**src/rtl/lsu_mem_port.sv**
```systemverilog
// Load/store unit bridging the execute stage (valid/ready) to the physical memory port
// (request/grant/response). Handles all access sizes, lane masks, extension and alignment faults.
//
// state | meaning
// IDLE  | ready for a new access; faults go straight to RESP
// REQ   | memory request driven and held until mem_gnt
// WAIT  | load granted, waiting for mem_rvalid
// RESP  | one-cycle completion pulse toward the core
module lsu_mem_port #(
  parameter int XLEN = 64,
  parameter int NB   = XLEN / 8
) (
  input  logic            clk,
  input  logic            rst,
  input  logic            req_valid,
  output logic            req_ready,
  input  logic            req_we,
  input  logic [1:0]      req_size,
  input  logic            req_unsigned,
  input  logic [XLEN-1:0] req_addr,
  input  logic [XLEN-1:0] req_wdata,
  output logic            resp_valid,
  output logic [XLEN-1:0] resp_rdata,
  output logic            resp_misalign,
  output logic            mem_req,
  output logic            mem_we,
  output logic [XLEN-1:0] mem_addr,
  output logic [XLEN-1:0] mem_wdata,
  output logic [NB-1:0]   mem_wmask,
  input  logic            mem_gnt,
  input  logic            mem_rvalid,
  input  logic [XLEN-1:0] mem_rdata
);

  localparam int OFFW = $clog2(NB);

  typedef enum logic [1:0] {IDLE, REQ, WAIT, RESP} state_t;

  state_t state_q, state_d;

  logic            we_q;
  logic [1:0]      size_q;
  logic            uns_q;
  logic [XLEN-1:0] addr_q;
  logic [XLEN-1:0] wdata_q;
  logic [XLEN-1:0] rdata_q;
  logic            mis_q;

  logic [OFFW-1:0] req_off;
  logic [OFFW-1:0] off_q;
  logic [2:0]      align_mask;
  logic            fault;

  logic [NB-1:0]   lane_mask;
  logic [NB-1:0]   store_mask;
  logic [XLEN-1:0] rd_shift;
  logic [XLEN-1:0] rd_ext;
  logic            sign_bit;
  logic            in_req;

  assign req_off = req_addr[OFFW-1:0];
  assign off_q   = addr_q[OFFW-1:0];

  always_comb begin
    case (req_size)
      2'd0:    align_mask = 3'd0;
      2'd1:    align_mask = 3'd1;
      2'd2:    align_mask = 3'd3;
      default: align_mask = 3'd7;
    endcase
    fault = ((3'(req_off) & align_mask) != 3'd0) || ((req_size == 2'd3) && (XLEN == 32));
  end

  always_comb begin
    state_d = state_q;
    case (state_q)
      IDLE: if (req_valid) state_d = fault ? RESP : REQ;
      REQ:  if (mem_gnt) state_d = we_q ? RESP : WAIT;
      WAIT: if (mem_rvalid) state_d = RESP;
      RESP: state_d = IDLE;
      default: state_d = IDLE;
    endcase
  end

  always_ff @(posedge clk) begin
    if (rst) state_q <= IDLE;
    else     state_q <= state_d;
  end

  // Load extraction: move the addressed bytes to lane 0, then extend above the access width.
  always_comb begin
    rd_shift = mem_rdata >> {off_q, 3'b000};
    case (size_q)
      2'd0:    sign_bit = rd_shift[7];
      2'd1:    sign_bit = rd_shift[15];
      2'd2:    sign_bit = rd_shift[31];
      default: sign_bit = rd_shift[XLEN-1];
    endcase
    if (uns_q) sign_bit = 1'b0;
    rd_ext = '0;
    for (int i = 0; i < XLEN; i++) begin
      rd_ext[i] = (i < (8 << size_q)) ? rd_shift[i] : sign_bit;
    end
  end

  // Result registers only change on entry to RESP so the previous response stays visible.
  always_ff @(posedge clk) begin
    if (rst) begin
      we_q    <= 1'b0;
      size_q  <= 2'd0;
      uns_q   <= 1'b0;
      addr_q  <= '0;
      wdata_q <= '0;
      rdata_q <= '0;
      mis_q   <= 1'b0;
    end else begin
      case (state_q)
        IDLE: if (req_valid) begin
          we_q    <= req_we;
          size_q  <= req_size;
          uns_q   <= req_unsigned;
          addr_q  <= req_addr;
          wdata_q <= req_wdata;
          if (fault) begin
            rdata_q <= '0;
            mis_q   <= 1'b1;
          end
        end
        REQ: if (mem_gnt && we_q) begin
          rdata_q <= '0;
          mis_q   <= 1'b0;
        end
        WAIT: if (mem_rvalid) begin
          rdata_q <= rd_ext;
          mis_q   <= 1'b0;
        end
        default: ;
      endcase
    end
  end

  always_comb begin
    lane_mask = '0;
    for (int i = 0; i < NB; i++) begin
      lane_mask[i] = (i < (1 << size_q));
    end
    store_mask = lane_mask << off_q;
  end

  // Outputs are forced to their reset values while rst is high, whatever the state.
  assign in_req        = (state_q == REQ) && !rst;
  assign mem_req       = in_req;
  assign mem_we        = in_req && we_q;
  assign mem_addr      = in_req ? {addr_q[XLEN-1:OFFW], {OFFW{1'b0}}} : '0;
  assign mem_wdata     = in_req ? (wdata_q << {off_q, 3'b000}) : '0;
  assign mem_wmask     = in_req ? (we_q ? store_mask : '1) : '0;

  assign req_ready     = (state_q == IDLE) || rst;
  assign resp_valid    = (state_q == RESP) && !rst;
  assign resp_rdata    = rst ? '0 : rdata_q;
  assign resp_misalign = mis_q && !rst;

endmodule

```
**config.mk**
```make
export PLATFORM = sky130hd
export DESIGN_NAME = lsu_mem_port
export DESIGN_NICKNAME = d
export VERILOG_FILES = /design/src/rtl/lsu_mem_port.sv
export SDC_FILE = /design/constraint.sdc
export NUM_CORES = 1
export LEC_CHECK = 0
export CORE_AREA = 2 2 157 159
export DETAILED_ROUTE_END_ITERATION = 16
export DIE_AREA = 0 0 159 161
export PLACE_DENSITY = 0.94
export SYNTH_ARGS = -nofsm -noshare
export SYNTH_HDL_FRONTEND = slang
export SYNTH_SLANG_ARGS = --single-unit
```
**constraint.sdc**
```tcl
create_clock -name clk -period 3.7 [get_ports clk]
set_clock_uncertainty 0.2 [all_clocks]
set_input_delay 0.37 -clock clk [delete_from_list [all_inputs] [get_ports clk]]
set_output_delay 0.37 -clock clk [all_outputs]
set_load 0.01 [all_outputs]
```
==> results of run 1 <==
## cells in the mapped netlist, types with 10 or more instances
cell / count / share of area [%]
o21ai_0: 32 / 1.4
mux2i_1: 94 / 8.0
o2bb2ai_2: 30 / 3.8
nor2_1: 99 / 3.2
buf_2: 23 / 0.98
a31oi_1: 15 / 0.80
dfxtp_1: 199 / 34
buf_1: 17 / 0.54
nand2_1: 300 / 9.6
mux2_2: 19 / 1.8
a211oi_1: 23 / 1.5
a21oi_1: 166 / 7.1
inv_1: 10 / 0.32
nor2b_1: 76 / 4.0
and2_1: 78 / 4.2
o2bb2ai_1: 24 / 1.8
clkbuf_1: 76 / 2.4
nand2b_1: 11 / 0.59
o22ai_1: 10 / 0.53
mux4_2: 33 / 6.3
## stage by stage
step / instances / util [%]
floorplan: 1435 / -
global placement: 2059 / 66.40
detailed placement: 2059 / 66.40
CTS: 2091 / 68.96
global route: 2098 / 69.05
finish: 2100 / 69.07
## path summary, 6_finish.rpt
kind / slack (ns) / endpoint
max: 0.14 / mem_wdata[58]
min: 0.25 / addr_q[4]
max reg2reg: 0.64 / rdata_q[35]
min reg2reg: 0.25 / addr_q[4]
## worst max-delay path, cell delays in order (launching register included)
cell and delay [ns]:
dfxtp_4 0.66, buf_4 0.41, mux2_2 0.23, nor2_1 0.04, a21oi_1 0.34, mux2i_1 0.13, nor2_1 0.16, clkdlybuf4s50_1 0.57
## area by class of cell
| type | count | area, um^2 | area share, % |
|---|---|---|---|
| diodes | 9 | 22.52 | 0.1361 |
| clock buffers | 17 | 425.4 | 2.570 |
| inverters | 11 | 41.29 | 0.2495 |
| clock inverters | 15 | 190.2 | 1.149 |
| multi-input cells | 1096 | 7178 | 43.37 |
| repair buffers | 429 | 4294 | 25.94 |
| well taps | 324 | 405.4 | 2.449 |
| flip-flops and latches | 199 | 3995 | 24.14 |
## logic make-up after synthesis
group / synth area share [%]
buffers and inverters: 5.258
muxes: 16.15
adders and majority gates: 0.4258
and+or+nand+nor: 22.87
other: 0.03190
DFF: 33.89
AOI/OAI and AO/OA: 21.37
## power breakdown
part / total, mW / internal [mW] / switching (mW) / leakage [nW]
Combinational: 3.62 / 1.43 / 2.19 / 3.93
Sequential: 2.78 / 2.49 / 0.292 / 1.63
Clock: 1.97 / 0.934 / 1.03 / 0.295
Total: 8.36 / 4.85 / 3.51 / 5.85
## flip-flops by register name, summed over array words and instances (netlist names)
signal and flops:
wdata_q 64, rdata_q 64, addr_q 64, uns_q 1
mis_q 1, size_q 2, we_q 1, state_q 2
## cells in the final DEF, fill, tap and decap left out, types with 30 or more instances in the layout
| master | n |
|---|---|
| o21ai_0 | 32 |
| o2bb2ai_2 | 30 |
| a21oi_1 | 166 |
| nor2_1 | 98 |
| mux4_2 | 33 |
| mux2i_1 | 94 |
| dfxtp_1 | 196 |
| nand2_1 | 299 |
| clkdlybuf4s50_1 | 401 |
| nor2b_1 | 76 |
| and2_1 | 77 |
## timing repair
action	CTS	global route
setup endpoints to repair	0	1
hold buffers	0	0
hold endpoints to repair	0	0
gates resized for setup	0	1
## layer usage
metal,track usage [%],up-vias,wire length [um]
li1,-,5648,-
met1,41.32,5857,17410
met2,55.49,696,20930
met3,7.499,125,3851
met4,16.07,0,2305
met5,0,-,0
==> results.toml, run 1 <==
[final_layout]
drive_above_1_share_pct = 9.168
fillCellCount = 1926
nNetsFinal = 1959
final_area_um2 = 16550
synthToLayoutAreaGrowth_pct = 40.81

[synthesis]
synth_area_um2 = 11760
synth_edf_count = 0
yosysSeqAreaShare_pct = 33.89
syn-instance-count = 1433
yosysWarningCount = 0
async_flop_share_pct = 0
synth_cell_types = 53
synthFlopType = "dfxtp_1"
synth.avg_cell_area_um2 = 8.203
ys_ff_latch = 199

[worst_setup_path]
r2r_cells = 7
crit_required_ns = 3.13
worstPathMaxFanout = 40
cp.arrival_ns = 2.99
reg2reg_from = "addr_q[0]"
crit_start = "addr_q[0]"
startpoint_type = "flop"
endpoint_kind = "primary output"
worstSetupPathType = "flop to primary output"

[status]
status = "finished clean"

[sta]
max_slew.worst_pin.slew_ns = 0.9768
max_slew_margin_pct = 34.88
layout_min_cycle_time_ns = 3.562
slew_violations = 0
clock.fmax_ghz = 0.2807
fin_setup_tns_ns = 0
timing.hold.ws_ns = 0.2530
finalHoldViolCount = 0
setup_viol = 0
setup_ws_ns = 0.1380
rsz0062_at_grt = "yes"
period_share_pct = 96.27

[clock_network]
root_buffer = "clkbuf_16"
clkLatencyLatePin_ns = 0.44
htree_levels = 4
post_cts_buffers = 0
numCtsBuffers = 17
cts_sinks = 199
clk_pin_slew_ns = 0.08
cts_tree = "yes"
cts_buffer_depth = 2

[routing]
vias = 12330
via_per_inst = 5.870
ant_nets = 0
firstDrtPassIters = 6
wl_mm = 44.50
drcViolationCount = 0
routedWlPerCell_um = 21.19
drt_iter0_drc = 1255

[floorplan]
io_pins = 406
coreArea_um2 = 23960
die-width_um = 159
start_util_pct = 49.05
rows = 57
die_height_um = 161
die_area_um2 = 25600

[place]
pre_cts_ws_ns = 0.6334
globalplace.congestion = 0.9561
placed_area_um2 = 15910
placement.io_buffers = 402
hpwl_mm = 32.03

[global_route]
grt_pass1_vias = 11850
grt.overflow.total = 0
antenna_found_initial = 7
grt_max_degree = 204
grt_use_total_pct = 33.40
grt_first_pass_wirelength_mm = 67.59

[power]
p_per_area_nw_per_um2 = 505.4
peakVddDrop_v = 0.0004777
total_power_mw = 8.365
p_leak_nw = 5.854

[flow_run]
max-cap-violations = 0

[min_path]
holdPathStages = 2
hold_class = "flop to flop"
hold_start = "addr_q[4]"
Note: power is estimated with default switching activity, not from simulation.
==> inputs of run 2 (changes only) <==
RECOVER_POWER = 100   (was unset)
==> results.toml, run 2 (same netlist as run 1, synthesis figures left out) <==
[sta]
period_share_pct = 101.6
rsz0062_at_grt = "yes"
setup_viol = 3
setup_ws_ns = -0.06011
max_slew.worst_pin.slew_ns = 2.215
slew_violations = 232
max_slew_margin_pct = -47.69
layout_min_cycle_time_ns = 3.760
finalHoldViolCount = 0
clock.fmax_ghz = 0.2660

[flow_run]
max-cap-violations = 2

[place]
hpwl_mm = 32.03
placement.io_buffers = 402
globalplace.congestion = 0.9561
placed_area_um2 = 15910
pre_cts_ws_ns = 0.6334

[final_layout]
reg_top3 = "addr_q x64, rdata_q x64, wdata_q x64"
final_cell_mix = "clkdlybuf4s50_1 (339), nand2_1 (299), dfxtp_1 (196)"
final_core_util_pct = 68.30
drive_above_1_share_pct = 7.470
nNetsFinal = 1959
final_common_cell = "clkdlybuf4s50_1"
final_area_um2 = 16370
synthToLayoutAreaGrowth_pct = 39.23

[clock_network]
cts_tree = "yes"
root_buffer = "clkbuf_16"
htree_levels = 4
cts_buffer_depth = 2
post_cts_resized = 0
clk_pin_slew_ns = 0.08
numCtsBuffers = 17
post_cts_buffers = 0
hold_buffers = 0
clkLatencyLatePin_ns = 0.44
cts_sinks = 199

[global_route]
grt_use_total_pct = 33.40
grt_first_pass_wirelength_mm = 67.59
grt.overflow.total = 0
grt_pass1_vias = 11850
antenna_found_initial = 7
grt_max_degree = 204

[min_path]
hold_class = "flop to flop"

[power]
p_leak_nw = 6.001
peakVddDrop_v = 0.0004194
p_per_area_nw_per_um2 = 505.2

[worst_setup_path]
worstPathMaxFanout = 203
crit_required_ns = 3.13
worstSetupPathType = "primary input to primary output"
endpoint_kind = "primary output"
cp.arrival_ns = 3.19
startpoint_type = "primary input"
ff2ff_setup_slack_ns = 0.28

[floorplan]
start_util_pct = 49.05
die_area_um2 = 25600
io_pins = 406
rows = 57
coreArea_um2 = 23960
die_height_um = 161
die-width_um = 159

[routing]
vias = 12290
via_per_inst = 5.856
drt_iter0_drc = 1356
ant_nets = 0
wl_mm = 44.38
firstDrtPassIters = 8
routedWlPerCell_um = 21.14
drcViolationCount = 0

[status]
status = "complete, but fails checks"
violations = "capacitance limit, slew limit, setup timing"
==> run 2: changes by cell type in the layout (fill, tap and decap cells not counted), sizes merged <==
cell	change
clkdlybuf4s50	-62
dlygate4sd3	+62
buf	-3
clkbuf	+3
diode	-1
==> run 2: path summary, 6_finish.rpt <==
check / start / to / cells after the start
min: addr_q[62] / addr_q[62] / 2
max: rst / resp_rdata[34] / 4
min reg2reg: addr_q[62] / addr_q[62] / 2
max reg2reg: addr_q[0] / rdata_q[49] / 7
==> run 2: layer usage <==
metal	share of wire (%)	wire (um)	global-route usage, %	vias to the layer above
met5	0	0	0	-
met4	4.6	2054	16.07	0
met3	9.4	4191	7.499	117
met2	47	21070	55.49	733
met1	38	17060	41.32	5813
li1	-	-	-	5629
==> run 2: per-stage QoR <==
step | TNS, ns | power, mW | cells | hold WS (ns)
2_1_floorplan | 0 | 5.050 | 1435 | 0.2317
3_3_place_gp | 0 | 6.262 | 2059 | 0.2371
3_5_place_dp | 0 | 6.362 | 2059 | 0.2422
4_1_cts | 0 | 8.328 | 2091 | 0.2475
5_1_grt | -0.7602 | 8.647 | 2098 | 0.2617
6_report | -0.09414 | 8.269 | 2099 | 0.2533
==> run 2: report_power, final <==
group | total, mW | internal [mW] | switching (mW)
combinational | 3.52 | 1.39 | 2.14
clock | 1.97 | 0.934 | 1.04
sequential | 2.78 | 2.49 | 0.289
total | 8.27 | 4.81 | 3.46
==> run 2: cell type report <==
cell class / instances / area (um^2)
multi-input combinational: 1096 / 7022
sequential: 199 / 3995
clock buffer: 17 / 425.4
antenna: 8 / 20.02
tap: 324 / 405.4
clock inverter: 15 / 190.2
inverter: 11 / 41.29
fill: 1971 / 7596
timing repair buffer: 429 / 4268
==> run 2: worst max-delay path, stage by stage <==
cell and delay, ns:
buf_6 0.08, buf_4 1.41, nor2b_1 0.41, clkdlybuf4s50_1 0.62
